--- src/rtl/efuse_pkg.sv ---
// Shared types, sizes and helpers for the eFuse controller slice.
package efuse_pkg;

  localparam int unsigned NR       = 64;
  localparam int unsigned RSEL     = 256 / NR;
  localparam int unsigned TMO_W    = 12;
  localparam int unsigned BYTE_NUM = NR / 8;
  localparam int unsigned BANK_W   = $clog2(RSEL);
  localparam int unsigned ADDR_W   = 8;
  localparam int unsigned SHD_W    = NR * RSEL;

  typedef enum logic [2:0] {
    LD_ISSUE = 3'd0,
    LD_WAIT  = 3'd1,
    IDLE     = 3'd2,
    RD_ISSUE = 3'd3,
    RD_WAIT  = 3'd4,
    PG_ISSUE = 3'd5,
    PG_WAIT  = 3'd6
  } ctrl_state_e;

  // Bank that holds a given fuse bit address.
  function automatic logic [BANK_W-1:0] addr2bank(input logic [ADDR_W-1:0] addr);
    return BANK_W'(32'(addr) / (BYTE_NUM * 8));
  endfunction

endpackage

--- src/rtl/efuse_ctrl_if.sv ---
// Software request/acknowledge bus between the register block and efuse_ctrl.
interface efuse_ctrl_if;
  import efuse_pkg::*;

  logic              sw_rd_req;
  logic [BANK_W-1:0] sw_rd_sel;
  logic              sw_pg_req;
  logic [ADDR_W-1:0] sw_pg_addr;
  logic              sw_pg_allow;
  logic              sw_ack;
  logic              sw_err;

  modport master (
    output sw_rd_req, sw_rd_sel, sw_pg_req, sw_pg_addr, sw_pg_allow,
    input  sw_ack, sw_err
  );

  modport slave (
    input  sw_rd_req, sw_rd_sel, sw_pg_req, sw_pg_addr, sw_pg_allow,
    output sw_ack, sw_err
  );

endinterface

--- src/rtl/efuse_wdt.sv ---
// Engine watchdog: clear/enable counter that saturates and flags all-ones.
module efuse_wdt #(
  parameter int unsigned TMO_W = 12
) (
  input  logic clk,
  input  logic rst,
  input  logic clr,
  input  logic en,
  output logic expired_c
);

  logic [TMO_W-1:0] cnt;

  always_ff @(posedge clk) begin
    if (rst || clr) begin
      cnt <= '0;
    end else if (en && !expired_c) begin
      cnt <= cnt + TMO_W'(1);
    end
  end

  assign expired_c = &cnt;

endmodule

--- src/rtl/efuse_ctrl.sv ---
// eFuse sequencer: autoloads all banks into a shadow file, then arbitrates
// software read/program requests onto the engines under a watchdog.
// Optional build macro: EFUSE_RELOAD_AFTER_PGM_EN (reload programmed bank before ack).
module efuse_ctrl
  import efuse_pkg::*;
(
  input  logic              clk,
  input  logic              rst,
  efuse_ctrl_if.slave       sw,
  output logic              load_done,
  output logic              ctrl_busy,
  output logic [SHD_W-1:0]  shadow_data,
  output logic              rd_start,
  output logic [BANK_W-1:0] rd_sel,
  input  logic              rd_done,
  input  logic [NR-1:0]     rd_data,
  output logic              pg_start,
  output logic [ADDR_W-1:0] pg_addr,
  input  logic              pg_done
);

  ctrl_state_e                  state, state_nxt;
  logic [BANK_W-1:0]            ptr, ptr_nxt, rd_sel_nxt;
  logic [ADDR_W-1:0]            pg_addr_nxt;
  logic                         load_done_nxt, ack_nxt, err_nxt, shd_we;
  logic                         wdt_clr, wdt_en, wdt_exp_c;
  logic                         rd_done_c, pg_done_c;
  logic [RSEL-1:0][NR-1:0]      shadow_q;

  // Done is stale during the start cycle; the engine clears it on that edge.
  assign rd_done_c = rd_done && !rd_start;
  assign pg_done_c = pg_done && !pg_start;

  assign wdt_clr = (state == LD_ISSUE) || (state == RD_ISSUE) || (state == PG_ISSUE);
  assign wdt_en  = (state == LD_WAIT)  || (state == RD_WAIT)  || (state == PG_WAIT);

  efuse_wdt #(.TMO_W(TMO_W)) u_wdt (
    .clk       (clk),
    .rst       (rst),
    .clr       (wdt_clr),
    .en        (wdt_en),
    .expired_c (wdt_exp_c)
  );

  // Next-state and next-output decode.
  always_comb begin
    state_nxt     = state;
    ptr_nxt       = ptr;
    rd_sel_nxt    = rd_sel;
    pg_addr_nxt   = pg_addr;
    load_done_nxt = load_done;
    ack_nxt       = 1'b0;
    err_nxt       = sw.sw_err;
    shd_we        = 1'b0;

    unique case (state)
      LD_ISSUE: begin
        rd_sel_nxt = ptr;
        state_nxt  = LD_WAIT;
      end
      LD_WAIT: begin
        if (rd_done_c || wdt_exp_c) begin
          shd_we = rd_done_c;
          if (!rd_done_c) err_nxt = 1'b1;
          if (ptr == BANK_W'(RSEL - 1)) begin
            load_done_nxt = 1'b1;
            state_nxt     = IDLE;
          end else begin
            ptr_nxt   = ptr + BANK_W'(1);
            state_nxt = LD_ISSUE;
          end
        end
      end
      IDLE: begin
        // The ack cycle still sees the old request level; arbitrate only after it.
        if (load_done && !sw.sw_ack) begin
          if (sw.sw_pg_req) begin
            if (sw.sw_pg_allow) begin
              pg_addr_nxt = sw.sw_pg_addr;
              err_nxt     = 1'b0;
              state_nxt   = PG_ISSUE;
            end else begin
              ack_nxt = 1'b1;
              err_nxt = 1'b1;
            end
          end else if (sw.sw_rd_req) begin
            rd_sel_nxt = sw.sw_rd_sel;
            err_nxt    = 1'b0;
            state_nxt  = RD_ISSUE;
          end
        end
      end
      RD_ISSUE: state_nxt = RD_WAIT;
      RD_WAIT: begin
        if (rd_done_c) begin
          shd_we    = 1'b1;
          ack_nxt   = 1'b1;
          state_nxt = IDLE;
        end else if (wdt_exp_c) begin
          err_nxt   = 1'b1;
          ack_nxt   = 1'b1;
          state_nxt = IDLE;
        end
      end
      PG_ISSUE: state_nxt = PG_WAIT;
      PG_WAIT: begin
        if (pg_done_c) begin
`ifdef EFUSE_RELOAD_AFTER_PGM_EN
          rd_sel_nxt = addr2bank(pg_addr);
          state_nxt  = RD_ISSUE;
`else
          ack_nxt    = 1'b1;
          state_nxt  = IDLE;
`endif
        end else if (wdt_exp_c) begin
          err_nxt   = 1'b1;
          ack_nxt   = 1'b1;
          state_nxt = IDLE;
        end
      end
      default: state_nxt = LD_ISSUE;
    endcase
  end

  // State and registered outputs.
  always_ff @(posedge clk) begin
    if (rst) begin
      state      <= LD_ISSUE;
      ptr        <= '0;
      rd_sel     <= '0;
      pg_addr    <= '0;
      load_done  <= 1'b0;
      sw.sw_ack  <= 1'b0;
      sw.sw_err  <= 1'b0;
      ctrl_busy  <= 1'b0;
      rd_start   <= 1'b0;
      pg_start   <= 1'b0;
    end else begin
      state      <= state_nxt;
      ptr        <= ptr_nxt;
      rd_sel     <= rd_sel_nxt;
      pg_addr    <= pg_addr_nxt;
      load_done  <= load_done_nxt;
      sw.sw_ack  <= ack_nxt;
      sw.sw_err  <= err_nxt;
      ctrl_busy  <= (state_nxt != IDLE);
      rd_start   <= (state == LD_ISSUE) || (state == RD_ISSUE);
      pg_start   <= (state == PG_ISSUE);
    end
  end

  always_ff @(posedge clk) begin
    if (rst) begin
      shadow_q <= '0;
    end else if (shd_we) begin
      shadow_q[rd_sel] <= rd_data;
    end
  end

  assign shadow_data = shadow_q;

endmodule

--- src/flat_wrapper.sv ---
// flat-port wrapper written by rule: the top's interface ports become plain ports
module efuse_ctrl_flat import efuse_pkg::*;
  (clk, rst, load_done, ctrl_busy, shadow_data, rd_start, rd_sel, rd_done, rd_data, pg_start, pg_addr, pg_done, sw_sw_rd_req, sw_sw_rd_sel, sw_sw_pg_req, sw_sw_pg_addr, sw_sw_pg_allow, sw_sw_ack, sw_sw_err);
  efuse_ctrl_if sw_i ();
  input  logic clk;
  input  logic rst;
  output logic load_done;
  output logic ctrl_busy;
  output logic [SHD_W-1:0] shadow_data;
  output logic rd_start;
  output logic [BANK_W-1:0] rd_sel;
  input  logic rd_done;
  input  logic [NR-1:0] rd_data;
  output logic pg_start;
  output logic [ADDR_W-1:0] pg_addr;
  input  logic pg_done;
  input wire logic [$bits(sw_i.sw_rd_req)-1:0] sw_sw_rd_req;
  input wire logic [$bits(sw_i.sw_rd_sel)-1:0] sw_sw_rd_sel;
  input wire logic [$bits(sw_i.sw_pg_req)-1:0] sw_sw_pg_req;
  input wire logic [$bits(sw_i.sw_pg_addr)-1:0] sw_sw_pg_addr;
  input wire logic [$bits(sw_i.sw_pg_allow)-1:0] sw_sw_pg_allow;
  output wire logic [$bits(sw_i.sw_ack)-1:0] sw_sw_ack;
  output wire logic [$bits(sw_i.sw_err)-1:0] sw_sw_err;
  assign sw_i.sw_rd_req = sw_sw_rd_req;
  assign sw_i.sw_rd_sel = sw_sw_rd_sel;
  assign sw_i.sw_pg_req = sw_sw_pg_req;
  assign sw_i.sw_pg_addr = sw_sw_pg_addr;
  assign sw_i.sw_pg_allow = sw_sw_pg_allow;
  assign sw_sw_ack = sw_i.sw_ack;
  assign sw_sw_err = sw_i.sw_err;
  efuse_ctrl u_core (.clk(clk), .rst(rst), .sw(sw_i), .load_done(load_done), .ctrl_busy(ctrl_busy), .shadow_data(shadow_data), .rd_start(rd_start), .rd_sel(rd_sel), .rd_done(rd_done), .rd_data(rd_data), .pg_start(pg_start), .pg_addr(pg_addr), .pg_done(pg_done));
endmodule
--- config.mk ---
export PLATFORM = sky130hd
export DESIGN_NAME = efuse_ctrl_flat
export DESIGN_NICKNAME = d
export VERILOG_FILES = /design/src/rtl/efuse_pkg.sv /design/src/rtl/efuse_ctrl_if.sv /design/src/rtl/efuse_wdt.sv /design/src/rtl/efuse_ctrl.sv /design/src/flat_wrapper.sv
export SDC_FILE = /design/constraint.sdc
export NUM_CORES = 1
export LEC_CHECK = 0
export BUFFER_PORTS_ARGS = -buffer_cell sky130_fd_sc_hd__buf_2
export CORE_ASPECT_RATIO = 0.7
export CORE_UTILIZATION = 50
export CTS_CLUSTER_DIAMETER = 60
export DETAILED_ROUTE_END_ITERATION = 10
export GPL_TIMING_DRIVEN = 0
export PLACE_DENSITY_LB_ADDON = 0.2
export SETUP_SLACK_MARGIN = 0.15
export SYNTH_ARGS = -nofsm -noshare
export SYNTH_HDL_FRONTEND = slang
export SYNTH_SLANG_ARGS = --single-unit
--- constraint.sdc ---
create_clock -name clk -period 2 [get_ports clk]
set_input_delay 0 -clock clk [delete_from_list [all_inputs] [get_ports clk]]
set_output_delay 0 -clock clk [all_outputs]
set_load 0.01 [all_outputs]
Word level (Yosys, flattened, before mapping)

Index checks and enable logic that the tools add are counted.
Widths: inputs -> output; s select.

Word-level logic and storage cells: 96
Bits of input ports: 81
Bits in registers: 289
Output and inout bits: 272

Bitwise operators: 1
Mux-type cells: 36
Reductions and logical operators: 24
Magnitude comparators: 2
Add/subtract/negate cells: 2
Equal/unequal tests: 16

Operators with widths:

| kind                  | count |
|---|---|
| $bwmux 256            | 1 |
| $demux 64 s2          | 1 |
| $mux 64               | 1 |
| $mux 3                | 8 |
| $pmux 3 s7            | 1 |
| $mux 1                | 16 |
| $add 12x1->12 const B | 1 |
| $ne 2x2->1 const B    | 6 |
| $reduce_and 12->1     | 1 |
| $eq 3x3->1 const B    | 3 |
| $mux 2                | 4 |
| $reduce_and 4->1      | 2 |
| $reduce_and 7->1      | 1 |
| $eq 3x2->1 const B    | 2 |
| $logic_or 1x1->1      | 6 |
| $reduce_and 3->1      | 2 |
| $logic_and 1x1->1     | 5 |
| $logic_not 1->1       | 4 |
| $pmux 1 s4            | 1 |
| $pmux 2 s2            | 1 |
| $reduce_bool 4->1     | 1 |
| $eq 3x1->1 const B    | 1 |
| $logic_not 3->1       | 1 |
| $lt 2x3->1 const B    | 1 |
| 10 further kinds      | 10 |

Logic depth before layout (Yosys ltp)

Gate-level depths: netlist of run 1.

Word-level depth: 6
Depth in mapped cells: 8
Mapped depth without buffers: 5

Hierarchy

Synthesis of run 1 repeated with hierarchy kept, for this count alone.

Cell total of the unflattened synthesis: 1316
Area, all modules: 10451.3 sq um

By module, submodules not included:

| module     | area each (sq um) | cells an instance | instances | sequential area each (sq um) |
|---|---|---|---|---|
| efuse_ctrl | 9833.2            | 1243              | 1         | 5545.3 |
| efuse_wdt  | 618.1             | 73                | 1         | 240.2 |

Worst setup path before layout of run 1

Ideal clock, no wire load.

Path type: register to register
Start point: reg u_core.state[2]
End point: reg u_core.shadow_q, in the netlist u_core.shadow_data[10]
Setup slack: 0.215 ns
Required time: 1.868 ns
Stages on the path, launching flop included: 9
Path buffers: 3
Arrival: 1.653 ns
Cells stage by stage: dfxtp_1 buf_2 xnor2_1 nor3_2 or3b_1 buf_2 buf_6 nand2_1 a21oi_1

Cells in the longest elaborated chain, start to end: 2
Elaborated cells on any way between the ends: 3
Classes of those cells: 2 x eq/ne; 1 x mux

Ends and longest elaborated chain:

| element                                  | line              | source |
|---|---|---|
| from (decl)                              | efuse_ctrl.sv:22  | `ctrl_state_e state, state_nxt;` |
| from (signal assigned)                   | efuse_ctrl.sv:139 | `state <= state_nxt;` |
| $eq 3x3->1 or $eq 3x1->1 (tied branches) | efuse_ctrl.sv:56  | `unique case (state)` |
| $pmux 1 s2 (*)                           | efuse_ctrl.sv:56  |  |
| to (signal, indexed assignment)          | efuse_ctrl.sv:156 | `shadow_q[rd_sel] <= rd_data;` |
| to (decl)                                | efuse_ctrl.sv:28  | `logic [RSEL-1:0][NR-1:0] shadow_q;` |

Every way passes the cells marked *; elsewhere a longest branch is shown, timed or not.
A chain may end at the register's enable or synchronous reset.

Final worst setup path of run 1

Start point: reg u_core.state[2]
End point: reg u_core.shadow_q, in the netlist u_core.shadow_data[54]

Same word-level chain as after synthesis.

==> out/qor.log, run 1 <==
qor: drt.initialDrtViolationCount 926
qor: power.power.static_leakage 6.24 nW
qor: global_route.total_track_usage 32.3%
qor: die.die_width 174 µm
qor: worst_setup_path.arrival 2.27 ns
qor: power.cellInternalPower 9.24 mW
qor: outcome.run_status finished clean
qor: power.power.sequential.fraction 48.9%
qor: sta.timing.final.crit_share 94.2%
qor: sta.setup_violations 0
qor: worst_setup_path.class_of_the_most_critical_setup_path flop to flop
qor: worst_setup_path.endpoint_kind flop
qor: sta.fmaxAchievable 531 MHz
qor: logic_synthesis.part_of_the_yosys_area_used_for_sequential_elements 55.6%
qor: logic_synthesis.synth_largest_type_area_fraction 55.6%
qor: logic_synthesis.synthesis.nets 1388
qor: min_path.origin_of_the_worst_min_delay_path rd_done
qor: sta.postLayoutSetupSlackWorst 0.116 ns
qor: power.power_density 826 nW/µm²
qor: clocking.ctsLongestPathBuffers 3
qor: worst_setup_path.crit_path_start_kind flop
qor: finish.drive_gt1_share 27.2%
qor: drt.postRouteAntennaNets 0
qor: die.ioPinCount 353
qor: worst_setup_path.critical_register_to_register_path_startpoint u_core.state[2]$_SDFF_PP0_
qor: clocking.cts_tree yes
qor: die.start_util 51.7%
qor: logic_synthesis.synth_edf_count 0
qor: logic_synthesis.netlist_area 10400 µm²
qor: finish.diodes 0
qor: finish.n_fill_cell 1587
qor: sta.finClkSkew 0.0143 ns
qor: global_route.grt_first_pass_wirelength 54600 µm
qor: logic_synthesis.synthesized_netlist_cell_count 1305
qor: clocking.clkLatencyLatePin 0.53 ns
qor: die.row_count 43
qor: sta.report.final.hold_viol_count 0
qor: worst_setup_path.worst_r2r_path_depth 9
qor: placed_design.hpwl 24700 µm
qor: power.max-vdd-ir-drop 0.725 mV
qor: die.chipHeight 123 µm
qor: min_path.class_of_the_tightest_hold_or_removal_check input port to flop
qor: clocking.cts_root_buf sky130_fd_sc_hd__clkbuf_16
qor: logic_synthesis.ys_async_sr_fraction 0%
qor: drt.remaining_drc_errors 0
qor: power.power.share.combinational 7.6%
qor: placed_design.routabilityCongestion 0.882
qor: global_route.antenna_violations_before_repair 0
qor: placed_design.dp_worst_setup_slack -0.385 ns
qor: sta.fin_setup_tns 0 ns
qor: logic_synthesis.post_synth_main_area_contributors sky130_fd_sc_hd__dfxtp_1, sky130_fd_sc_hd__nand2_1, sky130_fd_sc_hd__a21oi_1, sky130_fd_sc_hd__clkbuf_1, sky130_fd_sc_hd__buf_2
qor: drt.post_drt_wl_per_cell 17.5 µm
qor: drt.vias 11100
qor: sta.slew_violations 0
qor: power.switching_share 23.3%
qor: clocking.tritoncts.num_buffers 28
qor: sta.finalCriticalPeriod 1.88 ns
qor: power.p_switching 2.81 mW
qor: clocking.htree_levels 1
qor: sta.setup_repair_after_global_routing_missed_its_margin yes
qor: worst_setup_path.crit_path_start u_core.state[2]$_SDFF_PP0_
qor: logic_synthesis.postSynthRegisterBits 289
qor: clocking.cts.clk_slew.worst_paths 0.07 ns
qor: worst_setup_path.crit_path_max_fanout 10
qor: die.floorplan.core_area 20100 µm²
qor: drt.postRouteWirelength 36100 µm
qor: power.totalPowerFinal 12.0 mW
qor: worst_setup_path.crit_required 2.39 ns
qor: drt.vias_per_cell 5.36
qor: global_route.grt.overflow.total 0
qor: power.power.clock.fraction 43.5%
qor: drt.dr.pass1.iters 6
qor: finish.num-nets-final 1858
qor: logic_synthesis.synth_area_per_cell 7.97 µm²
qor: global_route.grt_pass1_vias 10100
qor: global_route.grt_start_max_net_pins 15
qor: finish.finalCoreUtilization 72.4%
qor: logic_synthesis.count_of_different_cell_masters_after_synthesis 47
qor: finish.layout-area-overhead-vs-synth 40.1%
qor: logic_synthesis.ys.warnings.count 0
qor: sta.max_slew_margin 47.5%
qor: placed_design.io_buffer_count 351
qor: die.fp.dieArea 21400 µm²
qor: job.max_cap_viol_count 0
qor: placed_design.cell_count_after_placement 1926
qor: clocking.cts_num_sinks 289
qor: sta.tightest_slew 0.788 ns
qor: min_path.whs_path_depth 5
qor: logic_synthesis.synth_top_cell_by_area sky130_fd_sc_hd__dfxtp_1
qor: finish.finish.cell_count_without_fillers 2065
qor: logic_synthesis.synth-main-ff-cell sky130_fd_sc_hd__dfxtp_1
-- worst max-delay path, cell delays in order (launching register included) --
cell and delay [ns]:
sky130_fd_sc_hd__dfxtp_1 0.30, sky130_fd_sc_hd__buf_6 0.13, sky130_fd_sc_hd__xnor2_4 0.14, sky130_fd_sc_hd__nor3_4 0.14, sky130_fd_sc_hd__buf_6 0.15, sky130_fd_sc_hd__or3b_4 0.41
sky130_fd_sc_hd__buf_12 0.17, sky130_fd_sc_hd__buf_8 0.14, sky130_fd_sc_hd__nand2_1 0.07, sky130_fd_sc_hd__a21oi_1 0.08
-- cell usage in the layout (no fill, tap or decap), types with 11 or more instances in the layout --
cell,count
sky130_fd_sc_hd__clkbuf_4,12
sky130_fd_sc_hd__buf_2,358
sky130_fd_sc_hd__a21oi_1,263
sky130_fd_sc_hd__dfxtp_1,287
sky130_fd_sc_hd__buf_4,33
sky130_fd_sc_hd__nand2_1,515
sky130_fd_sc_hd__clkbuf_16,31
sky130_fd_sc_hd__dlygate4sd3_1,77
sky130_fd_sc_hd__clkbuf_1,39
sky130_fd_sc_hd__mux2i_1,11
sky130_fd_sc_hd__nor2_1,31
-- what timing repair did --
| action | in CTS | in global routing |
|---|---|---|
| hold buffers | 77 | 0 |
| endpoints found under the setup margin | 261 | 259 |
| endpoints found under the hold margin | 274 | 0 |
| buffers inserted | 5 | 3 |
| pin swaps | 1 | 2 |
| gates resized for setup | 63 | 45 |
| gates cloned | 1 | 3 |
-- final timing paths --
check / endpoint / slack (ns)
max: u_core.shadow_data[54]$_SDFFE_PP0P_ / 0.12
min: u_core.load_done$_SDFFE_PP0P_ / 0.008
max reg2reg: u_core.shadow_data[54]$_SDFFE_PP0P_ / 0.12
min reg2reg: u_core.shadow_data[236]$_SDFFE_PP0P_ / 0.45
-- sequential cells by signal, summed over array words and instances (netlist names), 2 cells and up --
register,count
u_core.rd_sel,2
u_core.u_wdt.cnt,12
u_core.pg_addr,8
u_core.state,3
u_core.shadow_data,256
u_core.ptr,2
-- synthesized netlist by cell type (all sizes together) (2+ instances only) --
| cell type | number |
|---|---|
| nand3 | 8 |
| a21oi | 264 |
| clkbuf | 56 |
| and3 | 5 |
| ha | 2 |
| or3 | 2 |
| nand2b | 3 |
| xor2 | 10 |
| and3b | 2 |
| nand3b | 2 |
| dfxtp | 289 |
| buf | 39 |
| inv | 4 |
| xnor2 | 2 |
| mux2i | 11 |
| nor3b | 4 |
| a31oi | 5 |
| nor3 | 6 |
| nand4 | 5 |
| nor2 | 31 |
| o21bai | 2 |
| o21ai | 4 |
| or3b | 2 |
| a211oi | 4 |
| nor2b | 7 |
| nand2 | 521 |
-- power groups by stage --
stage                     Sequential (mW)  Clock [mW]  Combinational [mW]
after floorplan                      6.05           0               0.304
after global placement               6.02           0               0.703
after detailed placement             6.02           0               0.712
after CTS                            5.89        5.27               0.856
after global routing                 5.90        5.51               0.977
final                                5.90        5.24               0.913
-- metrics by stage --
step | instance area, µm² | hold WS (ns)
after CTS | 14400 | 0.0250
after floorplan | 10400 | 0.136
after detailed placement | 12500 | 0.252
after global routing | 14600 | 0.0478
final | 14600 | 0.00817
after global placement | 12500 | 0.232
-- cells by family (layout without fill, tap and decap cells) --
kind of cell               Yosys count  count (layout)  share of synthesized area [%]
AOI/OAI and AO/OA                  289             289                           14.5
buffers and inverters               99             589                           4.54
xor gates and xnor gates            12              12                           1.01
muxes                               11              11                           1.06
and+or+nand+nor                    603             603                           23.1
DFF                                289             289                           55.6
adders and majority gates            2               2                          0.240
-- layer usage --
layer | GRT usage (%) | share of wire, % | routed length (µm)
met2 | 51.2 | 45 | 16300
met5 | 0 | 0 | 0
met3 | 7.62 | 9.6 | 3470
met1 | 43.4 | 42 | 15100
met4 | 11.0 | 3.4 | 1250
-- area by class of cell --
type                       count  area, µm²  share of cell area, %
inverter                       4       15.0                  0.103
sequential                   289       5790                   39.7
clock inverter                 5       31.3                  0.215
clock buffer                  45        886                   6.08
timing repair buffer         440       2650                   18.2
buffer                        95        617                   4.23
tap                          270        338                   2.32
multi-input combinational    917       4250                   29.1
No activity file was read; power rests on OpenSTA's default activity.
==> run 2: changes to the inputs <==
ABC_AREA = 1   (was unset)
CORE_UTILIZATION = 51   (was 50)
==> out/qor.log, run 2 <==
qor: worst_setup_path.crit_path_start_kind flop
qor: sta.tightest_slew 0.814 ns
qor: sta.finalCriticalPeriod 1.78 ns
qor: worst_setup_path.class_of_the_most_critical_setup_path flop to flop
qor: placed_design.dp_worst_setup_slack -0.0468 ns
qor: drt.postRouteWirelength 36700 µm
qor: clocking.cts.clk_slew.worst_paths 0.07 ns
qor: logic_synthesis.count_of_different_cell_masters_after_synthesis 26
qor: finish.finish.cell_count_without_fillers 2134
qor: sta.finClkSkew 0.00803 ns
qor: finish.mostFrequentLayoutCells sky130_fd_sc_hd__buf_2, sky130_fd_sc_hd__dfxtp_1, sky130_fd_sc_hd__a21oi_1
qor: placed_design.hpwl 25400 µm
qor: outcome.run_status finished clean
qor: sta.setup_violations 0
qor: logic_synthesis.synth_largest_type_area_fraction 52.5%
qor: logic_synthesis.synth_edf_count 0
qor: drt.vias 11300
qor: finish.largest_register_ff_count 256
qor: logic_synthesis.postSynthRegisterBits 289
qor: die.floorplan.core_area 21000 µm²
qor: drt.remaining_drc_errors 0
qor: sta.fmaxAchievable 561 MHz
qor: placed_design.routabilityCongestion 0.890
qor: global_route.total_track_usage 32.2%
qor: drt.postRouteAntennaNets 0
qor: job.max_cap_viol_count 0
qor: worst_setup_path.timing.critical_path.slowest_stage_cell sky130_fd_sc_hd__dfxtp_1
qor: sta.postLayoutSetupSlackWorst 0.217 ns
qor: clocking.clkLatencyLatePin 0.53 ns
qor: die.ioPinCount 353
qor: min_path.class_of_the_tightest_hold_or_removal_check input port to flop
qor: worst_setup_path.crit_required 2.42 ns
qor: worst_setup_path.endpoint_kind flop
qor: logic_synthesis.synth.top_cells.by_count sky130_fd_sc_hd__dfxtp_1, sky130_fd_sc_hd__a21oi_1, sky130_fd_sc_hd__nand2_1
qor: finish.layout-area-overhead-vs-synth 34.6%
qor: finish.drive_gt1_share 25.6%
qor: worst_setup_path.crit_path_max_fanout 10
qor: logic_synthesis.synthesized_netlist_cell_count 1383
qor: drt.initialDrtViolationCount 856
qor: clocking.tritoncts.num_buffers 27
qor: logic_synthesis.ys_async_sr_fraction 0%
qor: die.fp.dieArea 22200 µm²
qor: logic_synthesis.netlist_area 11000 µm²
qor: global_route.grt_first_pass_wirelength 56600 µm
qor: drt.vias_per_cell 5.28
qor: logic_synthesis.part_of_the_yosys_area_used_for_sequential_elements 52.5%
qor: finish.num-nets-final 1924
qor: placed_design.placed_cell_area 13100 µm²
qor: sta.max_slew_margin 45.7%
qor: clocking.cts_root_buf sky130_fd_sc_hd__clkbuf_16
qor: worst_setup_path.worst_path_largest_cell_delay 0.36 ns
qor: logic_synthesis.synth_top_cell_by_area sky130_fd_sc_hd__dfxtp_1
qor: global_route.antenna_violations_before_repair 0
qor: finish.finalCoreUtilization 70.7%
qor: clocking.cts_num_sinks 289
qor: sta.slew_violations 0
qor: power.max-vdd-ir-drop 0.659 mV
qor: drt.dr.pass1.iters 6
qor: sta.timing.final.crit_share 89.2%
qor: power.totalPowerFinal 12.4 mW
qor: logic_synthesis.synth-main-ff-cell sky130_fd_sc_hd__dfxtp_1
qor: die.chipHeight 125 µm
qor: drt.post_drt_wl_per_cell 17.2 µm
qor: logic_synthesis.synthesis.nets 1466
qor: finish.diodes 0
qor: power.power.static_leakage 6.41 nW
qor: logic_synthesis.ys.warnings.count 0
qor: die.start_util 52.5%
qor: clocking.cts_tree yes
qor: logic_synthesis.synthMostInstantiatedCell sky130_fd_sc_hd__dfxtp_1
qor: logic_synthesis.post_synth_main_area_contributors sky130_fd_sc_hd__dfxtp_1, sky130_fd_sc_hd__a21oi_1, sky130_fd_sc_hd__nand3_1, sky130_fd_sc_hd__nand2_1, sky130_fd_sc_hd__inv_1
qor: sta.setup_repair_after_global_routing_missed_its_margin yes
qor: power.power_density 833 nW/µm²
qor: worst_setup_path.cell_chain_of_the_critical_path inv_2 -> nand2_1 -> nor2_2 -> nand2_1 -> nand2_4 -> nand3_2 -> buf_6 -> buf_6 -> o21ai_1 -> a21oi_1
qor: placed_design.cell_count_after_placement 2011
qor: die.row_count 44
qor: logic_synthesis.synth_area_per_cell 7.97 µm²
qor: clocking.post_cts.repair.setup_buffers 0
qor: sta.report.final.hold_viol_count 0
qor: global_route.grt_pass1_vias 10600
qor: clocking.htree_levels 1
qor: clocking.ctsLongestPathBuffers 3
qor: global_route.grt_start_max_net_pins 15
qor: worst_setup_path.arrival 2.20 ns
qor: placed_design.io_buffer_count 352
qor: finish.mostFrequentLayoutCell sky130_fd_sc_hd__buf_2
qor: global_route.grt.overflow.total 0
qor: die.die_width 178 µm
qor: finish.design_area_final 14800 µm²
[run 2: cell types whose count changed after synthesis, moves of 25 or more]
cell	before	now
sky130_fd_sc_hd__inv_1	4	158
sky130_fd_sc_hd__nand2_1	521	196
sky130_fd_sc_hd__nand3_1	8	150
sky130_fd_sc_hd__o21ai_0	3	28
sky130_fd_sc_hd__buf_6	6	37
sky130_fd_sc_hd__o21ai_1	1	112
[run 2: layout make-up]
class,count,area [µm²]
multi-input cells,832,3960
clock inverters,9,120
well taps,276,345
plain buffers,102,701
clock buffers,37,783
inverters,160,601
repair buffers,429,2530
flip-flops and latches,289,5790
fillers,1707,6140
[run 2: cells by family (layout without fill, tap and decap cells)]
logic type / after synthesis / after routing / share of synthesized area (%)
buffers and inverters: 262 / 737 / 11.8
AO/OA/AOI/OAI: 415 / 415 / 18.9
flip-flops: 289 / 289 / 52.5
AND/OR/NAND/NOR: 409 / 409 / 16.1
adder cells (fa/ha/maj): 2 / 2 / 0.227
XOR/XNOR: 6 / 6 / 0.477
[run 2: path summary, 6_finish.rpt]
kind                                                      startpoint                                    to  slack, ns  cells past startpoint
worst min-delay path                                    sw_sw_rd_req         u_core.rd_sel[0]$_SDFFE_PP0P_       0.04                      6
worst max-delay path                      u_core.state[0]$_SDFF_PP0_  u_core.shadow_data[128]$_SDFFE_PP0P_       0.22                     10
worst max register to register            u_core.state[0]$_SDFF_PP0_  u_core.shadow_data[128]$_SDFFE_PP0P_       0.22                     10
worst min register to register  u_core.shadow_data[156]$_SDFFE_PP0P_  u_core.shadow_data[156]$_SDFFE_PP0P_       0.44                      2
[run 2: through the flow]
| stage | hold slack (ns) | TNS, ns |
|---|---|---|
| after global routing | 0.108 | 0 |
| final | 0.0397 | 0 |
| after global placement | 0.227 | -0.00949 |
| after floorplan | 0.135 | 0 |
| after detailed placement | 0.236 | -0.304 |
| after CTS | 0.0318 | 0 |
[run 2: report_power, final]
group / leakage [nW] / switching, mW / internal, mW
clock network: 0.452 / 2.20 / 3.10
logic: 3.62 / 0.706 / 0.418
registers: 2.34 / 0.0651 / 5.86
total: 6.41 / 2.97 / 9.38
[run 2: critical path, delay by kind of cell, from the launching register on]
| kind | cells | cell delay, ns |
|---|---|---|
| compound gates | 2 | 0.25 |
| buf+inv | 3 | 0.44 |
| flops | 1 | 0.36 |
| simple gates | 5 | 0.62 |
[run 2: routing by layer]
layer  wire, µm  track usage, %
met5          0               0
met4       1360            11.1
met3       3370            7.91
met2      16500            52.7
met1      15400            41.3
[run 2: repair_timing]
| item | in CTS | in global routing |
|---|---|---|
| hold endpoints to repair | 267 | 0 |
| gates resized for setup | 5 | 11 |
| gates cloned | 0 | 0 |
| hold buffers | 77 | 0 |
| endpoints found under the setup margin | 136 | 115 |
